--- src/rtl/arbitro_mux4a1_pkg.sv ---
// Shared definitions for the round-robin arbiter around the 4-to-1 multiplexer.
package arbitro_mux4a1_pkg;

    localparam int          N_REQ     = 4;
    localparam logic [2:0]  SEL_IDLE  = 3'b100;
    localparam int          ANCHO_DEF = 3;

    // Burst counter width; never narrower than one bit.
    function automatic int cnt_w(input int max_rafaga);
        int w;
        w = $clog2(max_rafaga);
        return (w < 1) ? 1 : w;
    endfunction

    // Requester index 'off' positions after 'base', modulo 4.
    function automatic logic [1:0] rr_idx(input logic [1:0] base, input logic [2:0] off);
        logic [2:0] s;
        s = {1'b0, base} + off;
        return s[1:0];
    endfunction

    // One-hot vector for a requester index.
    function automatic logic [3:0] onehot4(input logic [1:0] idx);
        return 4'b0001 << idx;
    endfunction

endpackage

--- src/rtl/arbitro_mux4a1_mux.sv ---
// Shared 4-to-1 data multiplexer; any select with bit 2 set yields zero.
module arbitro_mux4a1_mux
    import arbitro_mux4a1_pkg::*;
#(
    parameter int ANCHO = ANCHO_DEF
) (
    input  logic [2:0]       sel_i,
    input  logic [ANCHO-1:0] a_i,
    input  logic [ANCHO-1:0] b_i,
    input  logic [ANCHO-1:0] c_i,
    input  logic [ANCHO-1:0] d_i,
    output logic [ANCHO-1:0] y_o
);

    // Pure combinational steering of the selected input.
    always_comb begin
        y_o = '0;
        case (sel_i)
            3'd0:    y_o = a_i;
            3'd1:    y_o = b_i;
            3'd2:    y_o = c_i;
            3'd3:    y_o = d_i;
            default: y_o = '0;
        endcase
    end

endmodule

--- src/rtl/arbitro_mux4a1.sv ---
// Round-robin arbiter sharing one 4-to-1 mux among requesters A..D, with
// burst limiting, registered data output and a one-hot consumption grant.
module arbitro_mux4a1
    import arbitro_mux4a1_pkg::*;
#(
    parameter int ANCHO      = ANCHO_DEF,
    parameter int MAX_RAFAGA = 4
) (
    input  logic             clk,
    input  logic             rst_n,
    input  logic [3:0]       Req,
    input  logic [ANCHO-1:0] A,
    input  logic [ANCHO-1:0] B,
    input  logic [ANCHO-1:0] C,
    input  logic [ANCHO-1:0] D,
    output logic [3:0]       Grant,
    output logic [2:0]       Selector,
    output logic [ANCHO-1:0] Salida,
    output logic             Valido
);

    localparam int               CNT_W    = cnt_w(MAX_RAFAGA);
    localparam logic [CNT_W-1:0] CNT_LAST = CNT_W'(MAX_RAFAGA - 1);

    logic [3:0]       grant_q,    grant_d;
    logic [2:0]       selector_q, selector_d;
    logic [ANCHO-1:0] salida_q,   salida_d;
    logic             valido_q,   valido_d;
    logic [CNT_W-1:0] cnt_q,      cnt_d;
    logic [1:0]       ultimo_q,   ultimo_d;

    logic [1:0]       g_cur;
    logic [3:0]       otros;
    logic             keep;
    logic             found;
    logic [1:0]       scan_g;
    logic [1:0]       scan_idx;
    logic             gnt_vld;
    logic [1:0]       gnt_idx;
    logic [2:0]       mux_sel;
    logic [ANCHO-1:0] mux_y;

    assign g_cur = selector_q[1:0];

    // Next-grant decision: keep the current owner while its burst allows,
    // otherwise scan round-robin starting just after the last winner.
    always_comb begin
        otros    = Req & ~onehot4(g_cur);
        keep     = valido_q && Req[g_cur] && ((cnt_q < CNT_LAST) || (otros == 4'b0000));
        found    = 1'b0;
        scan_g   = ultimo_q;
        scan_idx = ultimo_q;
        for (int off = 1; off <= N_REQ; off++) begin
            scan_idx = rr_idx(ultimo_q, 3'(off));
            if (!found && Req[scan_idx]) begin
                found  = 1'b1;
                scan_g = scan_idx;
            end
        end
        gnt_vld = keep || found;
        gnt_idx = keep ? g_cur : scan_g;
        mux_sel = gnt_vld ? {1'b0, gnt_idx} : SEL_IDLE;
    end

    arbitro_mux4a1_mux #(
        .ANCHO (ANCHO)
    ) u_mux (
        .sel_i (mux_sel),
        .a_i   (A),
        .b_i   (B),
        .c_i   (C),
        .d_i   (D),
        .y_o   (mux_y)
    );

    // Next state of the output registers, burst counter and last winner.
    always_comb begin
        grant_d    = grant_q;
        selector_d = selector_q;
        salida_d   = salida_q;
        valido_d   = valido_q;
        cnt_d      = cnt_q;
        ultimo_d   = ultimo_q;
        if (gnt_vld) begin
            grant_d    = onehot4(gnt_idx);
            selector_d = {1'b0, gnt_idx};
            salida_d   = mux_y;
            valido_d   = 1'b1;
            ultimo_d   = gnt_idx;
            if (valido_q && (gnt_idx == g_cur)) begin
                // A lone requester at the burst limit keeps the grant; cnt wraps.
                cnt_d = (cnt_q == CNT_LAST) ? '0 : cnt_q + CNT_W'(1);
            end else begin
                cnt_d = '0;
            end
        end else begin
            grant_d    = 4'b0000;
            selector_d = SEL_IDLE;
            valido_d   = 1'b0;
            cnt_d      = '0;
        end
    end

    // State registers; reset clears outputs at once and gives A first priority.
    always_ff @(posedge clk or negedge rst_n) begin
        if (!rst_n) begin
            grant_q    <= 4'b0000;
            selector_q <= SEL_IDLE;
            salida_q   <= '0;
            valido_q   <= 1'b0;
            cnt_q      <= '0;
            ultimo_q   <= 2'd3;
        end else begin
            grant_q    <= grant_d;
            selector_q <= selector_d;
            salida_q   <= salida_d;
            valido_q   <= valido_d;
            cnt_q      <= cnt_d;
            ultimo_q   <= ultimo_d;
        end
    end

    assign Grant    = grant_q;
    assign Selector = selector_q;
    assign Salida   = salida_q;
    assign Valido   = valido_q;

endmodule
--- config.mk ---
export PLATFORM = sky130hd
export DESIGN_NAME = arbitro_mux4a1
export DESIGN_NICKNAME = d
export VERILOG_FILES = /design/src/rtl/arbitro_mux4a1_pkg.sv /design/src/rtl/arbitro_mux4a1_mux.sv /design/src/rtl/arbitro_mux4a1.sv
export SDC_FILE = /design/constraint.sdc
export NUM_CORES = 1
export LEC_CHECK = 0
export CORE_ASPECT_RATIO = 0.75
export CORE_MARGIN = 10
export CORE_UTILIZATION = 40
export DETAILED_ROUTE_END_ITERATION = 10
export GPL_TIMING_DRIVEN = 0
export PLACE_DENSITY_LB_ADDON = 0.08
export SLEW_MARGIN = 40
export SYNTH_ARGS = -nofsm -noshare
export SYNTH_HDL_FRONTEND = slang
export SYNTH_SLANG_ARGS = --single-unit
--- constraint.sdc ---
create_clock -name clk -period 2.5 [get_ports clk]
set_clock_uncertainty 0.05 [all_clocks]
set_input_delay 0.25 -clock clk [delete_from_list [all_inputs] [get_ports clk]]
set_output_delay 0.25 -clock clk [all_outputs]
set_load 0.02 [all_outputs]
==> key figures <==
Outcome
  – Outcome: finished, final reports clean

Clock network
  – Post-CTS Hold Fix Bufs: 0
  – Setup Fix Bufs, Post-CTS: 0
  – CTS Buffer Depth: 2
  – TritonCTS clock tree: done
  – Htree depth: 1
  – Clock-pin slew of the registers on the worst-case setup and hold paths: 0.10 ns
  – Post-cts repair resize count: 0
  – Root Driver: clkbuf_4
  – Total CTS buffers: 3
  – Clock sinks: 15
  – Clock latency on the worst-skew pair: 0.29 ns

Critical path
  – Kind of critical path: register to register
  – Worst-path fanout max: 7
  – Startpoint Class: register
  – Worst path slowest cell: mux4_2
  – Critical path buffer and inverter count: 1
  – CP endpoint kind: register
  – Required time worst endpoint: 2.63 ns
  – Slowest stage delay, CP: 0.58 ns
  – WP data arrival: 2.42 ns
  – Largest delay share family, worst path: multiplexers
  – Worst path cell trace: clkbuf_2, mux4_2, o211ai_4, mux2i_1, a31oi_1, o22a_1

Layout
  – Nets: 156
  – Most common cell after layout, fill and taps aside: clkdlybuf4s50_1
  – Layout cell share with drive strength beyond 1: 0.169
  – Non-filler cells, final: 170
  – Most frequent cells in the layout: clkdlybuf4s50_1 (26), dfrtp_1 (12), nand2b_1 (8)
  – # diodes: 0
  – Fillers: 233
  – Layout Utilization: 0.574
  – Syn-to-layout area delta: 31.8%

Die
  – Die area: 5060 um2
  – Die height: 64.1 um
  – # rows: 15
  – Core Region: 2380 um2
  – Initial Util: 0.436
  – Die W: 78.8 um
  – IO Pins: 29

Synth
  – Adder-Cell Fraction of Synth Area: 0.0120
  – Largest family of logic cells by synthesized area: simple AND/OR/NAND/NOR gates
  – Post-synth cell types: 44
  – Compound-Gate Fraction of Synth Area: 0.213
  – Synth Register Bits: 15
  – Mapped Avg Cell Area: 9.80 um2
  – Yosys warning total: 0
  – Xor-xnor portion of the synthesized cell area: 0.0169
  – Syn Nets: 125
  – EDFF count, synth: 0
  – Sequential share of the synthesized area: 0.365
  – Synth Flop Type: dfrtp_1
  – Cells after Synth: 106
  – Post-Synth Simple-Gate Area: 0.223
  – Area of the mapped netlist: 1040 um2
  – Async set-reset flop share out of synthesis: 1.00
  – Post-synthesis mux area share: 0.106

Drt
  – Via count: 923
  – Routed len/inst: 15.5 um
  – Initial DRT Pass Iterations: 4
  – Via-per-instance ratio: 5.43
  – Iter 0 DRT Violations: 63
  – # DRC: 0
  – Final wirelength: 2630 um
  – Antenna Nets Post-Route: 0

Timing
  – Final period utilization: 0.914
  – Final number of hold-violating endpoints: 0
  – Slew Limit Headroom: 0.559
  – Setup violators final: 0
  – Actual slew at the worst max-slew pin: 0.660 ns
  – Fmax: 438 MHz
  – RSZ-0062 raised after global routing: no
  – Post-route setup TNS: 0 ns
  – Post-Route Hold Slack: 0.308 ns
  – Crit path time final: 2.28 ns
  – Fin. max-slew vios: 0

GRT
  – Grt total ovfl: 0
  – Total track usage: 0.109
  – Largest net degree at the start of global routing: 16
  – First-pass GRT wire length: 4540 um
  – Vias in the first global route: 979
  – Initial antenna violation count: 0

Placement
  – Port bufs: 26
  – Cell count after placement: 166
  – Placer Congestion: 0.782
  – Detailed Place HPWL: 2110 um

Pwr
  – Maximum vdd drop: 0.576 mV
  – P_leak: 0.558 nW
  – PwrDens: 1200 nW/um2
  – Pwr Total: 1.65 mW

Run
  – Max Cap Viol: 0

Hold path
  – Worst Hold Class: input pin to asynchronous set/reset pin
## cell usage after synthesis, drive strengths merged, types with 2 or more instances
| library cell | count | area, um2 |
|---|---|---|
| nand4 | 3 | 18.8 |
| dfstp | 3 | 78.8 |
| inv | 6 | 22.5 |
| nor4b | 2 | 17.5 |
| a221o | 3 | 30.0 |
| a21oi | 4 | 20.0 |
| nor3 | 3 | 15.0 |
| a32oi | 2 | 17.5 |
| clkbuf | 3 | 12.5 |
| o22a | 3 | 26.3 |
| nand2b | 8 | 50.1 |
| nor2 | 7 | 26.3 |
| nand2 | 7 | 28.8 |
| a31oi | 3 | 18.8 |
| buf | 5 | 31.3 |
| o21ai | 2 | 10.0 |
| a21o | 3 | 22.5 |
| dfrtp | 12 | 300 |
| nand3 | 3 | 15.0 |
| mux2i | 6 | 72.6 |
## area by class of cell
class / count / area (um2) / area share
Clock inverter: 1 / 5.00 / 0.00366
Sequential cell: 15 / 379 / 0.277
Timing Repair Buffer: 26 / 260 / 0.190
Inverter: 6 / 22.5 / 0.0165
Tap cell: 34 / 42.5 / 0.0311
Clock buffer: 3 / 22.5 / 0.0165
Multi-Input combinational cell: 77 / 593 / 0.433
Buffer: 8 / 43.8 / 0.0320
## power breakdown
group | internal [mW] | total (mW) | switching, mW
combinational | 0.511 | 1.09 | 0.579
clock | 0.0595 | 0.142 | 0.0825
sequential | 0.358 | 0.414 | 0.0564
total | 0.929 | 1.65 | 0.718
## cells by family (layout without fill, tap and decap cells)
kind of cell    Yosys count  count (layout)
simple gates             40              40
compound gates           26              26
mux                       8               8
fa+ha+maj                 1               1
flops                    15              15
xor+xnor                  2               2
buf+inv                  14              44
## registers in the layout, summed over array words and instances (netlist names)
signal    flops
Salida        3
Selector      3
ultimo_q      2
Valido        1
Grant         4
cnt_q         2
## per-layer routing
layer  routed length [um]  part of all wire  global-route usage  vias up
met3                  140             0.053              0.0433        4
met5                    0                 0                   0        -
met4                   14            0.0053              0.0134        0
met2                 1240              0.47               0.173       27
met1                 1240              0.47               0.139      442
li1                     -                 -                   -      450
## metrics by stage
step	area (um2)	worst slack, ns
2_1_floorplan	1040	0.340
3_3_place_gp	1340	-0.0676
3_5_place_dp	1340	-0.0683
4_1_cts	1370	0.204
5_1_grt	1370	0.0501
6_report	1370	0.216
## path summary, 6_finish.rpt
path                                          to  slack (ns)                  start  depth (start not counted)
max                        Salida[0]$_DFFE_PN0P_        0.22  Selector[1]$_DFF_PN0_                          6
min                        Salida[1]$_DFFE_PN0P_        0.31                  rst_n                          1
max reg2reg                Salida[0]$_DFFE_PN0P_        0.22  Selector[1]$_DFF_PN0_                          6
min reg2reg                   cnt_q[0]$_DFF_PN0_        0.40     cnt_q[0]$_DFF_PN0_                          1
max in group asynchronous     Grant[3]$_DFF_PN0_        1.67                  rst_n                          1
min in group clk           Selector[2]$_DFF_PN1_        0.32                 Req[1]                          3
No activity file was read; power rests on OpenSTA's default activity.
